**src/rtl/muldiv_unit.sv**
```systemverilog
// muldiv_unit: iterative RV32M multiply/divide, one shift-add or shift-subtract step per cycle
//   in : clk, rst_n (async, active low), start, flush, funct3, op_a (rs1), op_b (rs2), rd_in
//   out: busy (stall issue), done (we3 pulse), result (wd3), rd_out (ad3)
module muldiv_unit #(
  parameter int DATA_WIDTH    = 32,
  parameter int ADDRESS_WIDTH = 5
) (
  input  logic                     clk,
  input  logic                     rst_n,
  input  logic                     start,
  input  logic                     flush,
  input  logic [2:0]               funct3,
  input  logic [DATA_WIDTH-1:0]    op_a,
  input  logic [DATA_WIDTH-1:0]    op_b,
  input  logic [ADDRESS_WIDTH-1:0] rd_in,
  output logic                     busy,
  output logic                     done,
  output logic [DATA_WIDTH-1:0]    result,
  output logic [ADDRESS_WIDTH-1:0] rd_out
);
  localparam int W  = DATA_WIDTH;
  localparam int CW = $clog2(W);
  typedef enum logic [1:0] {IDLE, RUN, FIX, DONE} state_t;
  state_t                   state_q, state_d;
  logic [CW-1:0]            cnt_q, cnt_d;
  logic [2:0]               op_q, op_d;
  logic                     neg_q, neg_d;
  logic [W-1:0]             m_q, m_d, result_q, result_d;
  logic [2*W-1:0]           acc_q, acc_d;
  logic [ADDRESS_WIDTH-1:0] rd_q, rd_d, rd_out_q, rd_out_d;
  logic                     is_div, a_neg, b_neg, accept, ge;
  logic [W-1:0]             a_abs, b_abs, diff, rq, rn;
  logic [W:0]               sum, trial;
  logic [2*W-1:0]           prod;
  assign is_div = funct3[2];
  assign a_neg  = op_a[W-1] & (is_div ? ~funct3[0] : funct3[1] ^ funct3[0]);
  assign b_neg  = op_b[W-1] & (is_div ? ~funct3[0] : funct3[1:0] == 2'b01);
  assign a_abs  = a_neg ? -op_a : op_a;
  assign b_abs  = b_neg ? -op_b : op_b;
  assign accept = start & ~flush & (state_q == IDLE || state_q == DONE);
  // acc holds {high product, multiplier} for mul and {remainder, dividend/quotient} for div
  assign sum    = {1'b0, acc_q[2*W-1:W]} + {1'b0, acc_q[0] ? m_q : {W{1'b0}}};
  assign trial  = acc_q[2*W-1:W-1];
  assign ge     = trial >= {1'b0, m_q};
  // when ge the difference is below the divisor, so W bits suffice
  assign diff   = trial[W-1:0] - m_q;
  assign prod   = neg_q ? -acc_q : acc_q;
  assign rq     = op_q[1] ? acc_q[2*W-1:W] : acc_q[W-1:0];
  assign rn     = neg_q ? -rq : rq;
  always_comb begin
    state_d  = state_q;
    cnt_d    = cnt_q;
    op_d     = op_q;
    neg_d    = neg_q;
    m_d      = m_q;
    acc_d    = acc_q;
    rd_d     = rd_q;
    result_d = result_q;
    rd_out_d = rd_out_q;
    unique case (state_q)
      IDLE, DONE: begin
        state_d = accept ? RUN : IDLE;
        if (accept) begin
          cnt_d = '0;
          op_d  = funct3;
          rd_d  = rd_in;
          // divide by zero keeps the quotient all ones and the remainder equal to op_a
          neg_d = (is_div & funct3[1]) ? a_neg : (a_neg ^ b_neg) & (~is_div | (|op_b));
          m_d   = is_div ? b_abs : a_abs;
          acc_d = {{W{1'b0}}, is_div ? a_abs : b_abs};
        end
      end
      RUN: begin
        state_d = flush ? IDLE : (cnt_q == CW'(W - 1) ? FIX : RUN);
        cnt_d   = cnt_q + 1'b1;
        acc_d   = op_q[2] ? {ge ? diff : trial[W-1:0], acc_q[W-2:0], ge} : {sum, acc_q[W-1:1]};
      end
      FIX: begin
        state_d = flush ? IDLE : DONE;
        if (!flush) begin
          result_d = op_q[2] ? rn : (op_q[1:0] == 2'b00 ? prod[W-1:0] : prod[2*W-1:W]);
          rd_out_d = rd_q;
        end
      end
    endcase
  end
  always_ff @(posedge clk or negedge rst_n) begin
    if (!rst_n) begin
      state_q  <= IDLE;
      cnt_q    <= '0;
      op_q     <= '0;
      neg_q    <= 1'b0;
      m_q      <= '0;
      acc_q    <= '0;
      rd_q     <= '0;
      result_q <= '0;
      rd_out_q <= '0;
    end else begin
      state_q  <= state_d;
      cnt_q    <= cnt_d;
      op_q     <= op_d;
      neg_q    <= neg_d;
      m_q      <= m_d;
      acc_q    <= acc_d;
      rd_q     <= rd_d;
      result_q <= result_d;
      rd_out_q <= rd_out_d;
    end
  end
  assign busy   = state_q == RUN || state_q == FIX;
  assign done   = state_q == DONE;
  assign result = result_q;
  assign rd_out = rd_out_q;
endmodule

```
**config.mk**
```make
export PLATFORM = sky130hd
export DESIGN_NAME = muldiv_unit
export DESIGN_NICKNAME = d
export VERILOG_FILES = /design/src/rtl/muldiv_unit.sv
export SDC_FILE = /design/constraint.sdc
export NUM_CORES = 1
export LEC_CHECK = 0
export CORE_ASPECT_RATIO = 1.75
export CORE_UTILIZATION = 45
export CTS_CLUSTER_SIZE = 30
export DETAILED_ROUTE_END_ITERATION = 6
export GPL_TIMING_DRIVEN = 0
export PLACE_DENSITY = 0.64
export SYNTH_ARGS = -nofsm -noshare
export SYNTH_HDL_FRONTEND = slang
export SYNTH_SLANG_ARGS = --single-unit
```
**constraint.sdc**
```tcl
create_clock -name clk -period 7.58 [get_ports clk]
set_clock_uncertainty 0.1 [all_clocks]
set_input_delay 1.137 -clock clk [delete_from_list [all_inputs] [get_ports clk]]
set_output_delay 1.137 -clock clk [all_outputs]
set_load 0.02 [all_outputs]
```
======== After elaboration in Yosys (flattened, before gate mapping) ========
Cells that the tools add are included.
storage, ports and cells
  bits of input ports ..................... 76
  flip-flop bits (word level) ............. 149
  output and inout port bits .............. 39
  logic and storage cells ................. 69
cells by class
  add/sub/neg operators ................... 7
  reductions and logical operators ........ 10
  bitwise gates (word level) .............. 12
  equal/unequal tests ..................... 6
  muxes and demuxes ....................... 24
  magnitude comparators ................... 1
operators by type and width
  cell                                                  count
  two-way mux 32 bit                                    10
  two-way mux 64 bit                                    3
  one-hot mux 64 bit (2 select lines)                   1
  negator 32 bit                                        3
  negator 64 bit                                        1
  adder 32 x 32 -> 33 bit                               1
  greater-or-equal comparator 33 x 32 -> 1 bit          1
  OR reduction 32 bit                                   1
  subtractor 32 bit                                     1
  one-hot mux 5 bit (2 select lines)                    1
  AND 1 bit                                             6
  two-way mux 2 bit                                     3
  one-hot mux 2 bit (3 select lines)                    1
  AND reduction 2 bit                                   3
  adder 5 x 1 -> 5 bit (second input constant)          1
  equality test 5 bit (second input constant)           1
  two-way mux 5 bit                                     1
  equality test 2 x 1 -> 1 bit (second input constant)  2
  equality test 2 bit (second input constant)           2
  logical NOT 2 bit                                     2
  two-way mux 1 bit                                     4
  inverter 1 bit                                        3
  logical OR 1 bit                                      2
  inequality test 2 bit (second input constant)         1
  4 further kinds                                       5

======== Depth between registers and ports, before layout ========
Gate-level depths: netlist (run 1).
  depth after elaboration ................. 7
  mapped depth ............................ 16

======== Worst setup path after synthesis (run 1) ========
OpenSTA, ideal clock, no wires.
  path kind ............................... reg2reg
  start point ............................. register op_q[1]
  end point ............................... register result_q[28], in the netlist result[28]
  library setup time ...................... 0.132 ns
  path buffers ............................ 5
  setup slack ............................. 3.341 ns
  cell stages (with the launch flop) ...... 16
  required time ........................... 7.348 ns
  period minus slack after synthesis ...... 4.239 ns
  data arrival time ....................... 4.007 ns
  cells stage by stage .................... dfrtp_1 -> buf_1 -> buf_1 -> buf_1 -> buf_2 -> clkbuf_1 -> mux2i_1 -> ha_1 -> o221ai_1 -> nor2_1 -> nand2_1 -> or3_1 -> o21ai_0 -> xor2_1 -> a221oi_2 -> o21ai_1
on the way
  cells in the longest elaborated chain, start to end .. 4
  elaborated cells between the ends (all ways) .. 6
ends and longest elaborated chain
  item                      RTL line  RTL
  start: declaration        26        logic [2:0] op_q, op_d;
  start signal: assignment  101       op_q <= op_d;
  two-way mux 32 bit        48        assign rq = op_q[1] ? acc_q[2*W-1:W] : acc_q[W-1:0];
  negator 32 bit            49        assign rn = neg_q ? -rq : rq;
  two-way mux 32 bit        49
  two-way mux 32 bit *      81        result_d = op_q[2] ? rn : (op_q[1:0] == 2'b00 ? prod[W-1:0] : prod[2*W-1:W]);
  end signal: assignment    106       result_q <= result_d;
  end: declaration          28        logic [W-1:0] m_q, m_d, result_q, result_d;
Every way passes the cells marked *; elsewhere a longest branch is shown, timed or not.
A chain may end at the register's enable or synchronous reset.

======== Worst setup path after layout (run 1) ========
Ends and elaborated chain as after synthesis.

==> results of run 1 <==
## kinds of logic (layout without fill, tap and decap cells)
kind of cell | after synthesis | in the layout | share of synthesized area
buffers and inverters | 209 | 355 | 0.0519
adders and majority gates | 76 | 76 | 0.0629
xor gates and xnor gates | 195 | 195 | 0.111
and+or+nand+nor | 651 | 651 | 0.199
muxes | 88 | 88 | 0.0598
AOI/OAI and AO/OA | 672 | 672 | 0.272
DFF | 149 | 149 | 0.243
other | 0 | 2 | 0
## path summary, 6_finish.rpt
check                      startpoint    endpoint  slack (ns)  depth (start not counted)
setup / recovery              op_q[1]  result[28]        0.93                         15
hold / removal                rd_q[4]   rd_out[4]        0.37                          2
setup reg to reg              op_q[1]  result[28]        0.93                         15
hold reg to reg               rd_q[4]   rd_out[4]        0.37                          2
max in group asynchronous       rst_n   acc_q[15]        5.86                          2
min in group asynchronous       rst_n   acc_q[51]        0.65                          1
## area by class of cell
type	count	area, sq um
antenna	2	5.00
buffer	150	576
clock buffer	18	439
clock inverter	14	151
fill	3452	16000
inverter	59	221
multi-input combinational	1682	10800
sequential	149	3730
tap	455	569
timing repair buffer	114	1160
## sequential cells by signal, indices dropped and copies added, names as in the netlist
| name | cells |
|---|---|
| acc_q | 64 |
| m_q | 32 |
| result | 32 |
| cnt_q | 5 |
| rd_out | 5 |
| rd_q | 5 |
| op_q | 3 |
| state_q | 2 |
| neg_q | 1 |
## layout by cell type (no fill, tap or decap), types with 74 or more instances in the layout
master             n
a21oi_1          200
clkbuf_1         129
clkdlybuf4s50_1  112
dfrtp_1          149
ha_1              74
nand2_1          200
nor2_1           208
o21ai_0          171
xnor2_1           94
xor2_1           101
## critical path: stages (launching register included)
cell,delay (ns)
dfrtp_1,0.45
buf_1,0.64
buf_1,0.63
buf_1,0.71
buf_2,0.50
clkbuf_1,0.68
mux2i_1,0.31
ha_1,0.26
o221ai_1,0.30
nor2_1,0.52
nand2_1,0.19
or3_1,0.40
o21ai_0,0.22
xor2_1,0.12
a221oi_2,0.36
o21ai_1,0.09
## stage by stage
step	util	total power, W
detailed placement	0.508	0.00352
global route	0.526	0.00471
CTS	0.526	0.00441
finish	0.526	0.00450
floorplan	-	0.00271
global placement	0.507	0.00349
## power by group through the flow
| stage | logic [W] | clock network (W) | registers (W) |
|---|---|---|---|
| 2_1_floorplan | 0.00168 | 0 | 0.00103 |
| 3_3_place_gp | 0.00241 | 0 | 0.00109 |
| 3_5_place_dp | 0.00243 | 0 | 0.00109 |
| 4_1_cts | 0.00244 | 0.000896 | 0.00108 |
| 5_1_grt | 0.00269 | 0.000922 | 0.00109 |
| 6_report | 0.00253 | 0.000892 | 0.00109 |
## routing by layer
metal | global-route usage | routed length, um | up-vias | share of wire
met5 | 0 | 0 | - | 0
met4 | 0.429 | 8460 | 0 | 0.12
met3 | 0.0774 | 4910 | 366 | 0.070
met2 | 0.688 | 33400 | 933 | 0.48
met1 | 0.410 | 23500 | 7928 | 0.33
li1 | - | - | 7630 | -
==> impl_metrics.json, run 1 <==
{
  "p_comb_frac": 0.561,
  "synth.largest_area_cell": "dfrtp_1",
  "ys_top_cells_by_count": "208 x nor2_1, 200 x a21oi_1, 200 x nand2_1, 171 x o21ai_0, 149 x dfrtp_1",
  "clock-root-buffer": "clkbuf_16",
  "synth_cell_type_count": 78,
  "startpoint_type": "flip-flop",
  "leakage_nw": 7.23,
  "post-cts-setup-buffers": 0,
  "start_util": 0.457,
  "drt-total-wl_mm": 70.2,
  "gr-total-overflow": 0,
  "synth_edf_count": 0,
  "timing.fmax_mhz": 150,
  "cts_max_level": 4,
  "cts_buffer_depth": 2,
  "die_area_sq_um": 34900,
  "cts_tree": "done",
  "setup_viol": 0,
  "io_buffer_count": 113,
  "synthTopCellsByArea": "dfrtp_1 24%, a21oi_1 6.5%, ha_1 6.0%",
  "p_sw_w": 0.00221,
  "area_delta_synth_final_pct": 15.1,
  "postCtsHoldBufs": 0,
  "grt_max_degree": 89,
  "async_flop_share": 1.00,
  "yosys.cell_count.top_type": "nor2_1",
  "finalWorstSetupSlack_ns": 0.934,
  "drv_cap": 0,
  "path_clk_slew_ns": 0.07,
  "coreArea_sq_um": 33600,
  "placed_cells": 2609,
  "syn_avg_cell_area_sq_um": 7.53,
  "end_kind": "flip-flop",
  "finalInstanceArea_sq_um": 17700,
  "ys.flop_type": "dfrtp_1",
  "powerDensity_nw_per_um2": 255,
  "postPlaceCellArea_sq_um": 17100,
  "drive_above_1_share": 0.0448,
  "crit_fanout": 10,
  "status": "completed",
  "wl_per_cell_um": 26.6,
  "drc": 0,
  "finalMaxSlewViolations": 0,
  "hp-class": "reg -> reg",
  "cp.arrival_ns": 6.88,
  "drt_iter0_drc": 1542,
  "finalHoldViolations": 0,
  "nets": 2325,
  "clkLatencyLatePin_ns": 0.47,
  "gp_congestion": 1.26,
  "die_h_um": 246,
  "hold_ws_ns": 0.370,
  "synth_warnings": 0,
  "seq_area_frac_synth": 0.243,
  "seq_power_share": 0.241,
  "pre_cts_ws_ns": 1.36,
  "io_pins": 115,
  "num_vias": 16857,
  "cts-buffers-inserted": 17,
  "ir_drop_mv": 0.176,
  "finalCritPeriodShare": 0.877,
  "num_rows": 89,
  "min_period_ns": 6.65,
  "syn_area_sq_um": 15400,
  "fin_setup_tns_ns": 0,
  "drtAntennaViolNets": 0,
  "p_int_w": 0.00229,
  "synth_cells": 2040,
  "critPathRequiredTime_ns": 7.81,
  "yosysTopAreaCellShare": 0.243,
  "stdcell_count": 2643,
  "drtPass1Iterations": 6,
  "switching_share": 0.491,
  "clockPowerShare": 0.198,
  "grt_pass1_vias": 16568,
  "cts_num_sinks": 149,
  "antenna_found_initial": 2,
  "ctsResizeCount": 0,
  "crit_type": "reg -> reg",
  "synth_nets": 2192,
  "vias_per_cell": 6.38,
  "grt_pass1_wl_mm": 103,
  "timing_worst_slew_pin_value_ns": 1.12,
  "ys_seq_elements": 149,
  "grtUsageTotal": 0.410,
  "slew_headroom": 0.250,
  "dp_hpwl_mm": 55.6,
  "die_w_um": 142,
  "rsz0062_at_grt": "false"
}
Power figures use the tool's default switching activity.
==> inputs of run 2 (changes only) <==
--- a/config.mk
+++ b/config.mk
@@ -11,6 +11,7 @@
 export DETAILED_ROUTE_END_ITERATION = 6
 export GPL_TIMING_DRIVEN = 0
 export PLACE_DENSITY = 0.64
+export SKIP_LAST_GASP = 1
 export SYNTH_ARGS = -nofsm -noshare
 export SYNTH_HDL_FRONTEND = slang
 export SYNTH_SLANG_ARGS = --single-unit
==> constraint.sdc (replaced) <==
create_clock -name clk -period 7.58 [get_ports clk]
set_clock_uncertainty 0.1 [all_clocks]
set_input_delay 0.758 -clock clk [delete_from_list [all_inputs] [get_ports clk]]
set_output_delay 0.758 -clock clk [all_outputs]
set_load 0.02 [all_outputs]
==> impl_metrics.json, run 2 (synthesis results as in run 1) <==
{
  "status": "finished with violations",
  "violations": "DRC",
  "seq_area_sq_um": 3730,
  "postCtsHoldBufs": 0,
  "finalInstanceArea_sq_um": 17700,
  "io_buffer_count": 113,
  "vias_per_cell": 6.43,
  "largest_reg_flops": 64,
  "finalMaxSlewViolations": 0,
  "hp-class": "in -> async",
  "wl_per_cell_um": 26.6,
  "cts_num_sinks": 149,
  "grt_max_degree": 89,
  "cts_buffer_depth": 2,
  "ir_drop_mv": 0.176,
  "finalCritPeriodShare": 0.869,
  "clkLatencyLatePin_ns": 0.47,
  "hold_ws_ns": 0.273,
  "drtPass1Iterations": 7,
  "min_period_ns": 6.59,
  "num_rows": 89,
  "clock-root-buffer": "clkbuf_16",
  "placed_cells": 2609,
  "setup_viol": 0,
  "powerDensity_nw_per_um2": 255,
  "timing.fmax_mhz": 152,
  "critPathRequiredTime_ns": 7.81,
  "io_pins": 115,
  "finalWorstSetupSlack_ns": 0.990,
  "stdcell_count": 2643,
  "layout_common_cells": "208 x nor2_1, 200 x nand2_1, 200 x a21oi_1",
  "rsz0062_at_grt": "false",
  "ctsResizeCount": 0,
  "path_clk_slew_ns": 0.07,
  "final_common_cell": "nor2_1",
  "pre_cts_ws_ns": 1.36,
  "crit_fanout": 10,
  "coreArea_sq_um": 33600,
  "finalHoldViolations": 0,
  "drc": 3,
  "timing_worst_slew_pin_value_ns": 1.11,
  "nets": 2325,
  "antenna_found_initial": 3,
  "leakage_nw": 7.23,
  "num_vias": 16986,
  "die_h_um": 246,
  "dp_hpwl_mm": 55.6,
  "start_util": 0.457,
  "drive_above_1_share": 0.0448,
  "drt_iter0_drc": 1610,
  "area_delta_synth_final_pct": 15.1,
  "grtUsageTotal": 0.409,
  "end_kind": "flip-flop",
  "cp.arrival_ns": 6.82,
  "slew_headroom": 0.255,
  "cts_max_level": 4,
  "postPlaceCellArea_sq_um": 17100,
  "startpoint_type": "flip-flop",
  "post-cts-setup-buffers": 0,
  "gp_congestion": 1.26,
  "cts_tree": "done",
  "nFillCells": 3452,
  "drt-total-wl_mm": 70.3,
  "grt_pass1_vias": 16595,
  "grt_pass1_wl_mm": 103,
  "gr-total-overflow": 0,
  "die_area_sq_um": 34900,
  "largest-register": "acc_q",
  "drv_cap": 0,
  "cts-buffers-inserted": 17,
  "total_power_w": 0.00450,
  "die_w_um": 142,
  "crit_type": "reg -> reg",
  "multiInputGateArea_sq_um": 10800,
  "drtAntennaViolNets": 0
}
run 2: cell counts in the layout (fill, tap and decap cells not counted):
Identical to the previous run, type by type.
run 2: layout make-up:
type	instances	share of cell area
antenna	2	0.000283
sequential	149	0.211
inverter	59	0.0125
tap	455	0.0322
timing repair buffer	114	0.0656
multi-input combinational	1682	0.613
clock inverter	14	0.00856
clock buffer	18	0.0248
buffer	150	0.0326
run 2: critical path, stage by stage (launching register included):
cell      delay [ns]
dfrtp_1         0.46
buf_1           0.63
buf_1           0.63
buf_1           0.71
buf_2           0.49
clkbuf_1        0.70
mux2i_1         0.31
ha_1            0.27
o221ai_1        0.30
nor2_1          0.49
nand2_1         0.19
or3_1           0.39
o21ai_0         0.22
xor2_1          0.12
a221oi_2        0.35
o21ai_1         0.09
run 2: where the power goes:
group | leakage, nW | switching (W) | total [W] | internal (W)
combinational | 5.05 | 0.00163 | 0.00253 | 0.000899
sequential | 1.89 | 0.000168 | 0.00109 | 0.000918
clock | 0.287 | 0.000416 | 0.000892 | 0.000476
run 2: per-stage QoR:
step,setup TNS (ns),utilization
after floorplan,0,-
after global placement,-103.83,0.507
after detailed placement,0,0.508
after CTS,0,0.526
after global routing,0,0.526
final,0,0.526
run 2: metal layers:
metal / track usage / up-vias / routed length (um)
met5: 0 / - / 0
met4: 0.434 / 0 / 8580
met3: 0.0812 / 369 / 5130
met2: 0.686 / 967 / 33200
met1: 0.407 / 8002 / 23500
li1: - / 7648 / -
run 2: path summary, 6_finish.rpt:
path,start,to,slack [ns],cells after the start
worst max-delay path,op_q[1],result[28],0.99,15
worst min-delay path,rst_n,acc_q[51],0.27,1
worst max register to register,op_q[1],result[28],0.99,15
worst min register to register,result[0],result[0],0.37,2
max in group asynchronous,rst_n,acc_q[15],6.25,2
min in group clk,result[0],result[0],0.37,2
